### config.mk
export PLATFORM = sky130hd
export DESIGN_NAME = id_ex_operand_stage
export DESIGN_NICKNAME = d
export VERILOG_FILES = /design/src/rtl/id_ex_operand_stage.sv
export SDC_FILE = /design/constraint.sdc
export NUM_CORES = 1
export LEC_CHECK = 0
export ABC_CLOCK_PERIOD_IN_PS = 3700
export CORE_ASPECT_RATIO = 0.9
export CORE_MARGIN = 5
export CORE_UTILIZATION = 47
export DETAILED_ROUTE_END_ITERATION = 7
export PLACE_DENSITY = 0.87
export SYNTH_ARGS = -nofsm -noshare
export SYNTH_HDL_FRONTEND = slang
export SYNTH_SLANG_ARGS = --single-unit
export TNS_END_PERCENT = 20
### constraint.sdc
create_clock -name clk -period 3.7 [get_ports clk]
set_clock_uncertainty 0.15 [all_clocks]
set_input_delay 0.37 -clock clk [delete_from_list [all_inputs] [get_ports clk]]
set_output_delay 0.37 -clock clk [all_outputs]
set_load 0.01 [all_outputs]
### src/rtl/id_ex_operand_stage.sv
// ID/EX pipeline register with MEM/WB operand bypassing and ALU source selection.
// Also raises a load-use hazard flag against the instruction currently in decode.
module id_ex_operand_stage #(
  parameter int DATA_WIDTH     = 32,
  parameter int ALU_CTRL_WIDTH = 4,
  parameter int REG_ADDR_WIDTH = 5,
  parameter int SIDE_WIDTH     = 4
) (
  input  logic                      clk,
  input  logic                      rst_n,
  input  logic                      StallE,
  input  logic                      FlushE,
  input  logic                      ValidD,
  input  logic [DATA_WIDTH-1:0]     RD1D,
  input  logic [DATA_WIDTH-1:0]     RD2D,
  input  logic [DATA_WIDTH-1:0]     PCD,
  input  logic [DATA_WIDTH-1:0]     ImmExtD,
  input  logic [REG_ADDR_WIDTH-1:0] Rs1D,
  input  logic [REG_ADDR_WIDTH-1:0] Rs2D,
  input  logic [REG_ADDR_WIDTH-1:0] RdD,
  input  logic [ALU_CTRL_WIDTH-1:0] ALUControlD,
  input  logic                      ALUSrcAD,
  input  logic                      ALUSrcBD,
  input  logic                      RegWriteD,
  input  logic                      LoadD,
  input  logic [SIDE_WIDTH-1:0]     SideD,
  input  logic [DATA_WIDTH-1:0]     ALUResultM,
  input  logic [REG_ADDR_WIDTH-1:0] RdM,
  input  logic                      RegWriteM,
  input  logic [DATA_WIDTH-1:0]     ResultW,
  input  logic [REG_ADDR_WIDTH-1:0] RdW,
  input  logic                      RegWriteW,
  output logic [DATA_WIDTH-1:0]     SrcA,
  output logic [DATA_WIDTH-1:0]     SrcB,
  output logic [ALU_CTRL_WIDTH-1:0] ALUControl,
  output logic [DATA_WIDTH-1:0]     WriteDataE,
  output logic [REG_ADDR_WIDTH-1:0] RdE,
  output logic                      RegWriteE,
  output logic                      LoadE,
  output logic [SIDE_WIDTH-1:0]     SideE,
  output logic                      ValidE,
  output logic                      LoadUseHazard
);

  typedef struct packed {
    logic                      valid;
    logic [DATA_WIDTH-1:0]     rd1;
    logic [DATA_WIDTH-1:0]     rd2;
    logic [DATA_WIDTH-1:0]     pc;
    logic [DATA_WIDTH-1:0]     imm;
    logic [REG_ADDR_WIDTH-1:0] rs1;
    logic [REG_ADDR_WIDTH-1:0] rs2;
    logic [REG_ADDR_WIDTH-1:0] rd;
    logic [ALU_CTRL_WIDTH-1:0] alu_ctrl;
    logic                      src_a_pc;
    logic                      src_b_imm;
    logic                      reg_write;
    logic                      load;
    logic [SIDE_WIDTH-1:0]     side;
  } e_reg_t;

  e_reg_t e_d;
  e_reg_t e_q;

  always_comb begin
    e_d           = '0;
    e_d.valid     = ValidD;
    e_d.rd1       = RD1D;
    e_d.rd2       = RD2D;
    e_d.pc        = PCD;
    e_d.imm       = ImmExtD;
    e_d.rs1       = Rs1D;
    e_d.rs2       = Rs2D;
    e_d.rd        = RdD;
    e_d.alu_ctrl  = ALUControlD;
    e_d.src_a_pc  = ALUSrcAD;
    e_d.src_b_imm = ALUSrcBD;
    e_d.reg_write = RegWriteD;
    e_d.load      = LoadD;
    e_d.side      = SideD;
  end

  // ValidD/ValidE mark a real instruction; there is no ready. StallE holds the
  // slot, FlushE overrides a stall and inserts an all-zero bubble (add 0,0).
  always_ff @(posedge clk) begin
    if (!rst_n) begin
      e_q <= '0;
    end else if (FlushE) begin
      e_q <= '0;
    end else if (!StallE) begin
      e_q <= e_d;
    end
  end

  // x0 is hardwired zero, so a write to it in M/W must never be bypassed.
  logic fwd_a_mem;
  logic fwd_a_wb;
  logic fwd_b_mem;
  logic fwd_b_wb;
  logic [DATA_WIDTH-1:0] fwd_a;
  logic [DATA_WIDTH-1:0] fwd_b;

  always_comb begin
    fwd_a_mem = RegWriteM && (RdM == e_q.rs1) && (e_q.rs1 != '0);
    fwd_a_wb  = RegWriteW && (RdW == e_q.rs1) && (e_q.rs1 != '0);
    fwd_b_mem = RegWriteM && (RdM == e_q.rs2) && (e_q.rs2 != '0);
    fwd_b_wb  = RegWriteW && (RdW == e_q.rs2) && (e_q.rs2 != '0);

    if (fwd_a_mem)     fwd_a = ALUResultM;
    else if (fwd_a_wb) fwd_a = ResultW;
    else               fwd_a = e_q.rd1;

    if (fwd_b_mem)     fwd_b = ALUResultM;
    else if (fwd_b_wb) fwd_b = ResultW;
    else               fwd_b = e_q.rd2;
  end

  assign SrcA       = e_q.src_a_pc  ? e_q.pc  : fwd_a;
  assign SrcB       = e_q.src_b_imm ? e_q.imm : fwd_b;
  assign WriteDataE = fwd_b;
  assign ALUControl = e_q.alu_ctrl;
  assign RdE        = e_q.rd;
  assign RegWriteE  = e_q.reg_write;
  assign LoadE      = e_q.load;
  assign SideE      = e_q.side;
  assign ValidE     = e_q.valid;

  // Compared against live decode sources: the load result is not ready in time.
  assign LoadUseHazard = e_q.load && e_q.valid && (e_q.rd != '0) &&
                         ((e_q.rd == Rs1D) || (e_q.rd == Rs2D));

endmodule

; After elaboration in Yosys (flattened, before gate mapping)
; Index checks and enable logic that the tools add are counted.
[word_totals]
input_bits = 236
elab_cells = 43
regBits = 156
output_inout_bits = 113
[classes]
muxes = 6
n_eq_ne = 6
n_bitwise = 1
n_reduce_logical = 16
[ops]
columns = op, count
row1 = $mux W32, 6
row2 = $eq A5 B5 Y1, 6
row3 = $reduce_bool A5 Y1, 3
row4 = $logic_and A1 B1 Y1, 11
row5 = $reduce_or A2 Y1, 1
row6 = $logic_or A1 B1 Y1, 1
row7 = $not A1 Y1, 1

; Depth between registers and ports, before layout
; Gate-level depths: netlist of run 1.
[depth]
word_depth = 6
ltp_mapped = 7
depth_no_buf = 5

; Worst setup path before layout of run 1
; No wires, ideal clock.
[synth_timing]
path_type = register to output
from = register e_q[22] (netlist bit)
to = output port SrcA[10]
arrival_time_ps = 1836
path_stages_with_launch = 7
slack_ps = 1344
cell_sequence = dfxtp_1 > or4_1 > nor2_1 > nor4_1 > nor2b_1 > buf_2 > a222oi_1
[synth_between]
elab_chain_cells = 6
word_cells_on_any_way = 10
[synth_rtl]
columns = item, line_no
row1 = from (decl), 63  ; e_reg_t e_q;
row2 = from (signal assigned), 87  ; e_q <= '0;
row3 = from (signal assigned), 89  ; e_q <= '0;
row4 = from (signal assigned), 91  ; e_q <= e_d;
row5 = $eq A5 B5 Y1, 105  ; fwd_a_wb = RegWriteW && (RdW == e_q.rs1) && (e_q.rs1 != '0);
row6 = $logic_and A1 B1 Y1 (2 in a row), 105
row7 = $mux W32, 110  ; else if (fwd_a_wb) fwd_a = ResultW;
row8 = $mux W32 (*), 109  ; if (fwd_a_mem) fwd_a = ALUResultM;
row9 = $mux W32 (*), 118  ; assign SrcA = e_q.src_a_pc ? e_q.pc : fwd_a;
row10 = to (decl), 33  ; output logic [DATA_WIDTH-1:0] SrcA,
; Mark *: on every way between the ends. The rest lies on a longest branch, timed or not.

; Final worst setup path of run 1
[layout_timing]
from = register e_q[22] (netlist bit)
to = output port SrcA[17]
; Same word-level chain as after synthesis.

==> results of run 1 <==
-- final timing paths --
| check | startpoint | end | slack (ps) | depth (start not counted) |
|---|---|---|---|---|
| worst max-delay path | e_q[22] | SrcA[17] | 90 | 7 |
| worst min-delay path | e_q[92] | e_q[92] | 350 | 2 |
| worst max register to register | e_q[7] | e_q[7] | 2090 | 3 |
| worst min register to register | e_q[92] | e_q[92] | 350 | 2 |
-- state kept, by name (all words and copies together) (netlist names) --
| name | flops |
|---|---|
| RegWriteE | 1 |
| RdE | 5 |
| e_q | 140 |
| SideE | 4 |
| ValidE | 1 |
| LoadE | 1 |
| ALUControl | 4 |
-- cell usage in the layout, fill, tap and decap left out, types with 2 or more instances in the layout --
cell | synthesis | layout
nand2_1 | 4 | 3
a221oi_2 | 31 | 31
nand3_1 | 3 | 3
nor2b_4 | 0 | 2
buf_12 | 0 | 7
nor4_1 | 3 | 3
dfxtp_1 | 156 | 154
clkinvlp_4 | 0 | 2
inv_6 | 0 | 4
xnor2_1 | 16 | 16
a21oi_1 | 34 | 33
inv_1 | 98 | 98
nor2_1 | 190 | 188
clkbuf_16 | 0 | 17
clkbuf_8 | 0 | 2
buf_4 | 13 | 13
xor2_1 | 13 | 13
or4_1 | 2 | 2
bufinv_16 | 0 | 3
nand4_1 | 2 | 2
a222oi_1 | 32 | 32
mux2i_1 | 220 | 220
nor3_1 | 34 | 34
clkdlybuf4s50_1 | 0 | 346
-- kinds of logic after synthesis --
kind of cell           after synthesis  synth area share, %
multiplexers                       220                 26.4
XOR/XNOR                            29                 3.04
buffers and inverters              182                 9.35
AND/OR/NAND/NOR                    242                 11.9
AO/OA/AOI/OAI                      101                 12.0
flip-flops                         156                 37.4
-- report_power, final --
group,switching [mW],internal (mW)
Combinational,0.335,0.494
Sequential,0.0441,1.73
Clock,0.726,1.09
-- cell type report --
cell class	count	area, um^2	share of cell area (%)
tap	240	300	2.38
timing repair buffer	368	3730	29.5
clock inverter	12	160	1.27
clock buffer	19	443	3.50
multi-input combinational	593	4510	35.7
sequential	156	3130	24.7
inverter	98	368	2.91
-- per-stage QoR --
stage / power [mW] / setup TNS (ps) / area, um^2 / setup WS [ps]
detailed placement: 2.64 / 0 / 12000 / 80.9
global route: 4.59 / -10.8 / 12600 / -10.8
finish: 4.42 / 0 / 12600 / 89.2
global placement: 2.62 / 0 / 12000 / 221
CTS: 4.46 / 0 / 12600 / 2.94
floorplan: 2.15 / 0 / 8350 / 1340
-- worst max-delay path, stage by stage, from the launching register on --
cell and delay (ps):
dfxtp_1 370, or4_1 560, nor2_2 200, nor4_1 90
buf_4 170, nor2b_4 240, a222oi_1 440, clkdlybuf4s50_1 610
-- metal layers --
layer | track usage, % | vias up | routed length, um
met5 | 0 | - | 13
met3 | 9.03 | 70 | 3240
li1 | - | 3805 | -
met1 | 30.7 | 3784 | 11000
met2 | 47.6 | 396 | 14500
met4 | 12.2 | 2 | 1050
-- timing repair --
item | CTS | global route
endpoints found under the setup margin | 4 | 32
resized for setup | 1 | 2
endpoints found under the hold margin | 0 | 0
gates cloned | 0 | 1
hold buffers | 0 | 0
pin swaps | 0 | 1
==> results.py, run 1 <==
metrics = {
    "detailed_routing": {
        "postRouteAntennaNets": 0,
        "vias": 8057,
        "firstDrtPassIters": 8,
        "routed_wl_um": 29800,
        "drt-vias-per-instance": 5.42,
        "drc": 0,
        "routedWlPerCell_um": 20.0,
        "drt-initial-drc-count": 603,
    },
    "setup_path": {
        "crit_type": "reg -> out",
        "startpoint_type": "register",
        "crit_fanout": 16,
        "worstPathArrival_ps": 3090,
        "required_ps": 3180,
        "endpoint_kind": "output pin",
    },
    "layout": {
        "nFillCells": 1336,
        "insertedDiodeCount": 0,
        "drive_gt1_share_pct": 7.54,
        "num-nets-final": 1470,
        "instances_no_fill": 1486,
        "postLayoutCoreUtil_pct": 72.0,
        "area_growth_pct": 51.3,
    },
    "die": {
        "ioPinCount": 349,
        "die_h_um": 136,
        "start_util_pct": 47.6,
        "std_cell_rows": 46,
        "fp.coreArea_um2": 17600,
        "die_width_um": 151,
        "die-area_um2": 20500,
    },
    "synth": {
        "post-synth-top-count-cell": "mux2i_1",
        "async_reset_ff_share_pct": 0,
        "syn_area_um2": 8350,
        "synth_top_area_cell": "dfxtp_1",
        "ys_ff_latch": 156,
        "avgSynthCellArea_um2": 8.98,
        "ys_warn_count": 0,
        "yosys.area.top_type_share_pct": 37.4,
        "seq_area_frac_synth_pct": 37.4,
        "synthesis.nets": 1166,
        "synth-edff-count": 0,
        "synth_area_leaders": "dfxtp_1 (37%), mux2i_1 (26%), nor2_1 (8.5%)",
        "synth_top_flop_cell": "dfxtp_1",
        "synth.distinct_cells": 28,
        "synth_cells": 930,
        "yosys-top-cells-count": "mux2i_1 (220), nor2_1 (190), dfxtp_1 (156)",
    },
    "pwr": {
        "leakage_nw": 5.11,
        "p_per_area_nw_per_um2": 350,
        "ir_drop_mv": 0.396,
    },
    "placement": {
        "gp_congestion": 0.907,
        "numPlacedInstances": 1454,
        "dp_hpwl_um": 21700,
        "place.port_buffers": 348,
    },
    "global_route": {
        "grt_max_degree": 157,
        "grt_first_pass_wirelength_um": 43800,
        "antenna_found_initial": 1,
        "grt-ovfl-total": 0,
        "grt_usage_pct": 27.5,
        "grt_pass1_vias": 8231,
    },
    "clocking": {
        "h-tree-depth": 4,
        "numCtsBuffers": 17,
        "cts.sinks": 156,
        "cts_tree": "done",
        "clock_latency_ps": 410,
        "clk_path_buf_depth": 2,
        "clkSlewWorstSetupHoldPaths_ps": 60,
        "post_cts_buffers": 0,
        "root_buffer": "clkbuf_16",
    },
    "run_status": {
        "status": "finished, final reports clean",
    },
    "sta": {
        "fmax_mhz": 277,
        "drv_slew": 0,
        "setup_viol": 0,
        "rsz0062_at_grt": "true",
        "fin_crit_ps": 3610,
        "worst-slew-pin-transition_ps": 746,
        "holdWs_ps": 346,
        "relSlewSlack_pct": 50.1,
        "fin_crit_sh_pct": 97.6,
        "hold_violations": 0,
    },
    "job": {
        "maxCapViolCount": 0,
    },
    "hold_path": {
        "hold_path.class": "reg -> reg",
    },
}
No activity file was read; power rests on OpenSTA's default activity.
==> run 2: changes to the inputs <==
--- a/config.mk
+++ b/config.mk
@@ -5,12 +5,13 @@
 export SDC_FILE = /design/constraint.sdc
 export NUM_CORES = 1
 export LEC_CHECK = 0
+export ABC_AREA = 1
 export ABC_CLOCK_PERIOD_IN_PS = 3700
 export CORE_ASPECT_RATIO = 0.9
 export CORE_MARGIN = 5
-export CORE_UTILIZATION = 47
+export CORE_UTILIZATION = 48
 export DETAILED_ROUTE_END_ITERATION = 7
-export PLACE_DENSITY = 0.87
+export PLACE_DENSITY = 0.88
 export SYNTH_ARGS = -nofsm -noshare
 export SYNTH_HDL_FRONTEND = slang
 export SYNTH_SLANG_ARGS = --single-unit
==> results.py, run 2 <==
metrics = {
    "sta": {
        "worst-slew-pin-transition_ps": 920,
        "tns_ps": 0,
        "rsz0062_at_grt": "false",
        "setup_ws_ps": 345,
        "relSlewSlack_pct": 38.6,
        "drv_slew": 0,
        "fmax_mhz": 298,
        "setup_viol": 0,
        "fin_crit_ps": 3360,
        "fin_crit_sh_pct": 90.7,
        "hold_violations": 0,
    },
    "layout": {
        "final_area_um2": 12800,
        "nFillCells": 1474,
        "final_cell_mix": "nand2_1 (591), clkdlybuf4s50_1 (347), nand3_1 (230)",
        "multi_input_comb_area_um2": 4720,
        "regArea_um2": 3130,
        "top_register": "e_q",
        "largest_reg_flops": 140,
        "postLayoutCoreUtil_pct": 72.7,
        "num-nets-final": 1937,
        "layout_commonest_cell": "nand2_1",
        "drive_gt1_share_pct": 6.71,
        "area_growth_pct": 48.5,
    },
    "clocking": {
        "clkSlewWorstSetupHoldPaths_ps": 70,
        "holdBufCountCts": 0,
        "cts_resized": 0,
        "h-tree-depth": 4,
        "cts.sinks": 156,
        "clk_path_buf_depth": 2,
        "post_cts_buffers": 0,
        "clock_latency_ps": 430,
        "numCtsBuffers": 17,
        "root_buffer": "clkbuf_16",
        "cts_tree": "done",
    },
    "setup_path": {
        "endpoint_kind": "output pin",
        "crit_family": "buffers and inverters",
        "crit_fanout": 22,
        "required_ps": 3180,
        "crit_type": "reg -> out",
        "critPathBufInv": 4,
        "slowest_delay_ps": 560,
        "path_cells": "inv_2, nand3_1, nor2_1, nor2_4, buf_4, nand2_1, buf_4, nand2_1, nand3_1, nand2_1, nand2_1, clkdlybuf4s50_1",
        "startpoint_type": "register",
        "cp_slowest_cell": "clkdlybuf4s50_1",
        "worst_path_most_repeated_cell": "nand2_1",
        "worstPathArrival_ps": 2840,
    },
    "placement": {
        "pre_cts_ws_ps": 488,
        "dp_hpwl_um": 25900,
        "place.port_buffers": 348,
        "gp_congestion": 0.962,
        "place_area_um2": 12200,
    },
    "die": {
        "ioPinCount": 349,
        "fp.coreArea_um2": 17700,
        "start_util_pct": 49.0,
        "die-area_um2": 20800,
        "die_h_um": 137,
        "die_width_um": 152,
        "std_cell_rows": 46,
    },
    "pwr": {
        "clkPwrFrac_pct": 41.2,
        "p_per_area_nw_per_um2": 350,
        "ir_drop_mv": 0.338,
        "p_total_mw": 4.49,
        "leakage_nw": 5.49,
        "seqPwrFrac_pct": 39.4,
        "swShare_pct": 27.5,
        "p_int_mw": 3.25,
        "combPwrFrac_pct": 19.4,
        "p_sw_mw": 1.24,
    },
    "detailed_routing": {
        "drt-initial-drc-count": 1169,
        "drt-vias-per-instance": 5.48,
        "postRouteAntennaNets": 0,
        "firstDrtPassIters": 8,
        "routed_wl_um": 36600,
        "vias": 10717,
        "routedWlPerCell_um": 18.7,
        "drc": 0,
    },
    "synth": {
        "synthesis.nets": 1655,
        "ys_warn_count": 0,
        "seq_area_frac_synth_pct": 36.1,
        "ys_ff_latch": 156,
        "synth_top_area_cell": "dfxtp_1",
        "synth_top_flop_cell": "dfxtp_1",
        "synth_area_leaders": "dfxtp_1 (36%), nand2_1 (26%), nand3_1 (13%)",
        "async_reset_ff_share_pct": 0,
        "post-synth-top-count-cell": "nand2_1",
        "yosys.area.top_type_share_pct": 36.1,
        "yosys-top-cells-count": "nand2_1 (593), nand3_1 (230), dfxtp_1 (156)",
        "synth_cells": 1419,
        "synth.distinct_cells": 21,
        "syn_area_um2": 8650,
        "avgSynthCellArea_um2": 6.10,
        "synth-edff-count": 0,
    },
    "global_route": {
        "grt_usage_pct": 33.9,
        "grt_max_degree": 169,
        "grt_pass1_vias": 10357,
        "antenna_found_initial": 2,
        "grt-ovfl-total": 0,
        "grt_first_pass_wirelength_um": 55000,
    },
    "job": {
        "maxCapViolCount": 0,
    },
    "run_status": {
        "status": "finished, final reports clean",
    },
    "hold_path": {
        "hold_path.class": "reg -> reg",
    },
}
[run 2: area by class of cell]
cell class,instances,area share [%]
multi-input cells,1059,36.8
repair buffers,377,29.2
flip-flops and latches,156,24.3
clock buffers,19,3.45
inverters,90,2.65
well taps,240,2.34
clock inverters,12,1.29
diodes,1,0.0195
[run 2: worst register-to-register path, delay by kind of cell (launching register included)]
family                 cells  cell delay [ps]
buffers and inverters      1              660
AOI/OAI and AO/OA          1              170
DFF                        1              320
[run 2: path summary, 6_finish.rpt]
path              startpoint  endpoint  slack [ps]  cells after the start
setup reg to reg      e_q[6]    e_q[6]        2250                      2
hold reg to reg      e_q[27]   e_q[27]         310                      2
setup / recovery     e_q[24]  SrcA[13]         340                     12
hold / removal       e_q[27]   e_q[27]         310                      2
[run 2: power groups by stage]
| stage | Clock, mW | Combinational (mW) | Sequential (mW) |
|---|---|---|---|
| after global routing | 1.93 | 0.932 | 1.77 |
| after floorplan | 0 | 0.364 | 1.80 |
| after detailed placement | 0 | 0.856 | 1.81 |
| final | 1.85 | 0.872 | 1.77 |
| after global placement | 0 | 0.847 | 1.80 |
| after CTS | 1.85 | 0.864 | 1.77 |
[run 2: metal layers]
metal / vias up / track usage (%) / wire [um]
li1: 5084 / - / -
met1: 4838 / 41.0 / 13700
met2: 683 / 55.6 / 16800
met3: 110 / 10.3 / 4610
met4: 2 / 15.7 / 1540
met5: - / 0 / 12
[run 2: cells by family (layout without fill, tap and decap cells)]
logic type             Yosys count  after routing  share of synthesized area, %
AND/OR/NAND/NOR                887            887                          43.2
buffers and inverters          204            498                          9.89
AO/OA/AOI/OAI                  162            162                          9.78
flip-flops                     156            156                          36.1
XOR/XNOR                        10             10                          1.01
other                            0              1                             0
[run 2: metrics by stage]
step | hold WS [ps] | instances
5_1_grt | 327 | 1954
6_report | 315 | 1954
2_1_floorplan | 286 | 1419
4_1_cts | 314 | 1953
3_5_place_dp | 305 | 1922
3_3_place_gp | 296 | 1922
==> run 3: changes to the inputs <==
--- a/config.mk
+++ b/config.mk
@@ -7,6 +7,7 @@
 export LEC_CHECK = 0
 export ABC_AREA = 1
 export ABC_CLOCK_PERIOD_IN_PS = 3700
+export CAP_MARGIN = 15
 export CORE_ASPECT_RATIO = 0.9
 export CORE_MARGIN = 5
 export CORE_UTILIZATION = 48
==> results of run 3 <==
Same layout as run 2: the final DEF is identical, and so are final timing and power.
